## src/rtl/serial_subtractor_if.sv

```systemverilog
// serial_subtractor_if: start/busy/done handshake plus operand/result bus for the
// bit-serial subtractor. The controller side uses the master modport and the
// subtractor uses the slave modport.
// Optional feature macro: SERIAL_SUB_OVF_EN adds the overflow flag V.
interface serial_subtractor_if #(
   parameter int unsigned WIDTH = 4
);
   logic             start;
   logic [WIDTH-1:0] A;
   logic [WIDTH-1:0] B;
   logic             Bin;
   logic             busy;
   logic             done;
   logic [WIDTH-1:0] D;
   logic             Bout;
`ifdef SERIAL_SUB_OVF_EN
   logic             V;

   modport master (
      output start, A, B, Bin,
      input  busy, done, D, Bout, V
   );

   modport slave (
      input  start, A, B, Bin,
      output busy, done, D, Bout, V
   );
`else
   modport master (
      output start, A, B, Bin,
      input  busy, done, D, Bout
   );

   modport slave (
      input  start, A, B, Bin,
      output busy, done, D, Bout
   );
`endif
endinterface

```

## src/rtl/serial_subtractor.sv

```systemverilog
// serial_subtractor: bit-serial WIDTH-bit subtractor, D = A - B - Bin, one bit per
// clock, LSB first, using a single full-subtractor cell and a borrow flip-flop.
// An accepted start latches the operands; WIDTH SHIFT cycles later the result is
// presented with a one-cycle done pulse and held until the next accepted start.
// Optional feature macro: SERIAL_SUB_OVF_EN adds the two's-complement overflow
// flag V (borrow into MSB xor borrow out), updated together with D.
module serial_subtractor #(
   parameter int unsigned WIDTH = 4
) (
   input logic                clk,
   input logic                rst_n,
   serial_subtractor_if.slave bus
);

   localparam int unsigned CntW = (WIDTH > 2) ? $clog2(WIDTH) : 1;
   localparam logic [CntW-1:0] LastCnt = CntW'(WIDTH - 1);

   typedef enum logic [1:0] {
      StIdle,
      StShift,
      StDone
   } state_e;

   state_e           state_q;
   logic [WIDTH-1:0] ar_q;      // minuend shift register
   logic [WIDTH-1:0] br_q;      // subtrahend shift register
   logic [WIDTH-1:0] res_q;     // result assembly, filled from the MSB end
   logic [CntW-1:0]  cnt_q;
   logic             borrow_q;
   logic             busy_q;
   logic             done_q;
   logic [WIDTH-1:0] d_q;
   logic             bout_q;

   logic             a_bit;
   logic             b_bit;
   logic             d_bit;
   logic             borrow_nxt;
   logic [WIDTH-1:0] res_nxt;

`ifdef SERIAL_SUB_OVF_EN
   logic             v_q;
`endif

   // Full-subtractor cell on the current LSBs and the running borrow.
   always_comb begin
      a_bit      = ar_q[0];
      b_bit      = br_q[0];
      d_bit      = a_bit ^ b_bit ^ borrow_q;
      borrow_nxt = (~a_bit & b_bit) | (~(a_bit ^ b_bit) & borrow_q);
      res_nxt    = {d_bit, res_q[WIDTH-1:1]};
   end

   // Control FSM and datapath registers; all outputs are registered here.
   always_ff @(posedge clk) begin
      if (!rst_n) begin
         state_q  <= StIdle;
         ar_q     <= '0;
         br_q     <= '0;
         res_q    <= '0;
         cnt_q    <= '0;
         borrow_q <= 1'b0;
         busy_q   <= 1'b0;
         done_q   <= 1'b0;
         d_q      <= '0;
         bout_q   <= 1'b0;
`ifdef SERIAL_SUB_OVF_EN
         v_q      <= 1'b0;
`endif
      end else begin
         done_q <= 1'b0;
         case (state_q)
            StShift: begin
               // start and operand inputs are deliberately not looked at here
               ar_q     <= {1'b0, ar_q[WIDTH-1:1]};
               br_q     <= {1'b0, br_q[WIDTH-1:1]};
               res_q    <= res_nxt;
               borrow_q <= borrow_nxt;
               cnt_q    <= cnt_q + CntW'(1);
               if (cnt_q == LastCnt) begin
                  state_q <= StDone;
                  busy_q  <= 1'b0;
                  done_q  <= 1'b1;
                  d_q     <= res_nxt;
                  bout_q  <= borrow_nxt;
`ifdef SERIAL_SUB_OVF_EN
                  // borrow_q is the borrow into the MSB while the MSB is processed
                  v_q     <= borrow_q ^ borrow_nxt;
`endif
               end
            end
            // StIdle, StDone and any illegal encoding: accept a new request or rest
            default: begin
               busy_q <= 1'b0;
               if (bus.start) begin
                  state_q  <= StShift;
                  ar_q     <= bus.A;
                  br_q     <= bus.B;
                  borrow_q <= bus.Bin;
                  res_q    <= '0;
                  cnt_q    <= '0;
                  busy_q   <= 1'b1;
               end else begin
                  state_q <= StIdle;
               end
            end
         endcase
      end
   end

   assign bus.busy = busy_q;
   assign bus.done = done_q;
   assign bus.D    = d_q;
   assign bus.Bout = bout_q;
`ifdef SERIAL_SUB_OVF_EN
   assign bus.V    = v_q;
`endif

endmodule

```

## src/flat_wrapper.sv

```systemverilog
// flat-port wrapper written by rule: the top's interface ports become plain ports
module serial_subtractor_flat 
#(
   parameter int unsigned WIDTH = 4
)
  (clk, rst_n, bus_start, bus_A, bus_B, bus_Bin, bus_busy, bus_done, bus_D, bus_Bout);
  serial_subtractor_if #(.WIDTH(WIDTH)) bus_i ();
  input logic clk;
  input logic rst_n;
  input wire logic [$bits(bus_i.start)-1:0] bus_start;
  input wire logic [$bits(bus_i.A)-1:0] bus_A;
  input wire logic [$bits(bus_i.B)-1:0] bus_B;
  input wire logic [$bits(bus_i.Bin)-1:0] bus_Bin;
  output wire logic [$bits(bus_i.busy)-1:0] bus_busy;
  output wire logic [$bits(bus_i.done)-1:0] bus_done;
  output wire logic [$bits(bus_i.D)-1:0] bus_D;
  output wire logic [$bits(bus_i.Bout)-1:0] bus_Bout;
  assign bus_i.start = bus_start;
  assign bus_i.A = bus_A;
  assign bus_i.B = bus_B;
  assign bus_i.Bin = bus_Bin;
  assign bus_busy = bus_i.busy;
  assign bus_done = bus_i.done;
  assign bus_D = bus_i.D;
  assign bus_Bout = bus_i.Bout;
  serial_subtractor #(.WIDTH(WIDTH)) u_core (.clk(clk), .rst_n(rst_n), .bus(bus_i));
endmodule
```

## config.mk

```make
export PLATFORM = sky130hd
export DESIGN_NAME = serial_subtractor_flat
export DESIGN_NICKNAME = d
export VERILOG_FILES = /design/src/rtl/serial_subtractor_if.sv /design/src/rtl/serial_subtractor.sv /design/src/flat_wrapper.sv
export SDC_FILE = /design/constraint.sdc
export NUM_CORES = 1
export LEC_CHECK = 0
export CORE_ASPECT_RATIO = 1.2
export CORE_MARGIN = 2
export CORE_UTILIZATION = 52
export DETAILED_ROUTE_END_ITERATION = 7
export PLACE_DENSITY_LB_ADDON = 0.1
export SYNTH_ARGS = -nofsm -noshare
export SYNTH_HDL_FRONTEND = slang
export SYNTH_SLANG_ARGS = --single-unit
```

## constraint.sdc

```tcl
create_clock -name clk -period 3 [get_ports clk]
set_clock_uncertainty 0.15 [all_clocks]
set_input_delay 0.75 -clock clk [delete_from_list [all_inputs] [get_ports clk]]
set_output_delay 0.75 -clock clk [all_outputs]
set_load 0.005 [all_outputs]
```

==> flow_summary.toml <==
[outcome]
status = "finished clean"

[synthesis]
async_reset_ff_frac = 0
synth_area_leader_cell = "dfxtp_1"
synth.distinct_cells = 22
syn_avg_cell_area_um2 = 9.57
synth_edf_count = 0
seq_area_frac_synth = 0.484
syn_area_um2 = 910
synth_top_area_share = 0.484
yosys-top-cells-count = "dfxtp_1, o21ai_1, nand2_1"
yosysMostFrequentCell = "dfxtp_1"
synth_flop_cell = "dfxtp_1"
synth.area.top_cells = "dfxtp_1, mux2i_1, o21ai_1, nand2_1, a21oi_1"
postSynthCellCount = 95
ys_warn_count = 0
ys_ff_latch = 22
synth_nets = 109

[layout]
syn2layout_area_growth_pct = 21.3
drive_above_1_share = 0.0541
n_antenna_cell = 0
finalNonFillerCells = 129
nets = 126

[global_routing]
grt_overflow = 0
grtUsageTotal = 0.159
grt_max_degree = 26
antenna_found_initial = 0
grt_pass1_vias = 611
grt_pass1_wl_mm = 2.51

[worst_setup_path]
path_buf_inv = 1
critPathArrivalTime_ps = 1200
start_kind = "flip-flop"
rrSetupSlack_ps = 1550
crit_chain = "clkdlybuf4s50_1"
cpMaxStageDelayCell = "clkdlybuf4s50_1"
cp_max_fo = 4
cp_top_family = "buffers and inverters"
path_class = "reg2out"
reg2reg_to = "u_core.res_q[2]"
reg2regPathDepth = 3
worst_setup_path_end_kind = "output port"
slowest_delay_ps = 510
crit_required_ps = 2100
rr_startpoint = "u_core.state_q[1]"

[min_path]
hp-class = "reg2reg"
min_to = "u_core.bus.D[1]"
hold_depth = 2
min_from = "u_core.bus.D[1]"

[cts]
numCtsBuffers = 3
clk_latency_ps = 310
cts_sinks = 22
path_clk_slew_ps = 120
cts_buffer_depth = 2
tritoncts = "done"
clock-root-buffer = "clkbuf_4"
post_cts.repair.setup_buffers = 0
h-tree-depth = 1
cts.hold.buffers_added = 0
cts_resized = 0

[sta]
min_period_over_period = 0.701
holdWs_ps = 302
finalSetupTns_ps = 0
fmaxAchievable_mhz = 475
worst_slew_pin_slew_ps = 747
hold_violations = 0
period_needed_ps = 2100
slew_headroom = 0.500
setup_viol = 0
slew_viol_final = 0
rsz0062_at_grt = "no"

[routing]
first_pass_iters = 4
via_per_inst = 5.25
drt_wl_total_mm = 1.50
routedWlPerCell_um = 11.6
drt-initial-drc-count = 3
antenna_left = 0
num_vias = 677
post-route-drc-count = 0

[floorplanning]
pin_count = 19
start_util = 0.554
core_area_um2 = 1640
dieHeight_um = 49.8
dieArea_um2 = 2100
core.rowCount = 16
die_w_um = 42.2

[job]
drv_cap = 0

[placement]
io_buffers = 18
gp_congestion = 0.654
placed_cells = 125
hpwlAfterDp_mm = 1.04

[pwr]
leakage_nw = 0.448
peakVddDrop_uv = 395
power_density_nw_per_um2 = 491
==> state kept, by name, indices dropped and copies added (netlist names) <==
register         flops
u_core.ar_q          4
u_core.state_q       2
u_core.borrow_q      1
u_core.res_q         3
u_core.bus.D         4
u_core.bus.Bout      1
u_core.bus.done      1
u_core.br_q          4
u_core.cnt_q         2
==> metrics by stage <==
step                      power [W]  worst slack, ps  instance area (µm²)   util
after floorplan            0.000362             1610                  910      -
after global placement     0.000384              697                 1070  0.650
after detailed placement   0.000386              666                 1070  0.650
after CTS                  0.000547              883                 1100  0.672
after global routing       0.000568              856                 1100  0.672
final                      0.000542              896                 1100  0.672
==> cell type report <==
type                       count  area [µm²]
clock buffer                   4        36.3
fill                         144         538
inverter                       3        11.3
multi-input combinational     64         413
sequential                    22         440
tap                           18        22.5
timing repair buffer          18         180
==> placed cells by master (no fill, tap or decap) <==
cell              n
nor2_1            4
and2_1            2
and3b_2           1
clkdlybuf4s50_1  18
o21a_1            1
a21boi_1          4
nand3_1           4
o21ai_1          12
nand2_1          10
fa_1              1
dfxtp_1          22
mux2i_1           9
nor3b_1           1
a21oi_1           7
o211a_1           1
clkbuf_8          1
nor2b_2           1
nand2b_1          1
inv_1             3
clkbuf_4          3
ha_1              1
nand3b_1          4
==> layer usage <==
layer | GRT usage | vias up | part of all wire
met2 | 0.251 | 14 | 0.46
met4 | 0.109 | 0 | 0.035
met1 | 0.196 | 299 | 0.47
met5 | 0 | - | 0
li1 | - | 360 | -
met3 | 0.0220 | 4 | 0.035
==> power breakdown <==
group          total (W)  switching (W)  internal (W)
Combinational  0.0000655      0.0000307     0.0000348
Clock           0.000163      0.0000886     0.0000741
Sequential      0.000314     0.00000791      0.000306
==> cell families after synthesis <==
kind of cell             after synthesis  share of synthesized area
adder cells (fa/ha/maj)                2                     0.0358
multiplexers                           9                     0.0990
AND/OR/NAND/NOR                       28                      0.162
buffers and inverters                  9                     0.0619
AO/OA/AOI/OAI                         25                      0.157
flip-flops                            22                      0.484
==> worst min-delay path: cells and delay by family (launching register included) <==
| kind | cells | cell delay (ps) |
|---|---|---|
| flip-flops | 1 | 330 |
| AND/OR/NAND/NOR | 1 | 50 |
| AO/OA/AOI/OAI | 1 | 40 |
==> how the worst max path moves through the flow <==
stage	startpoint	end	slack [ps]	depth (start not counted)
2_1_floorplan	bus_start	u_core.ar_q[0]	1610	3
3_3_place_gp	bus_start	u_core.br_q[2]	700	3
3_5_place_dp	bus_start	u_core.ar_q[0]	670	3
4_1_cts	u_core.state_q[0]	bus_busy	880	1
5_1_grt	u_core.state_q[0]	bus_busy	860	1
6_report	u_core.state_q[0]	bus_busy	900	1
No activity file was read; power rests on OpenSTA's default activity.
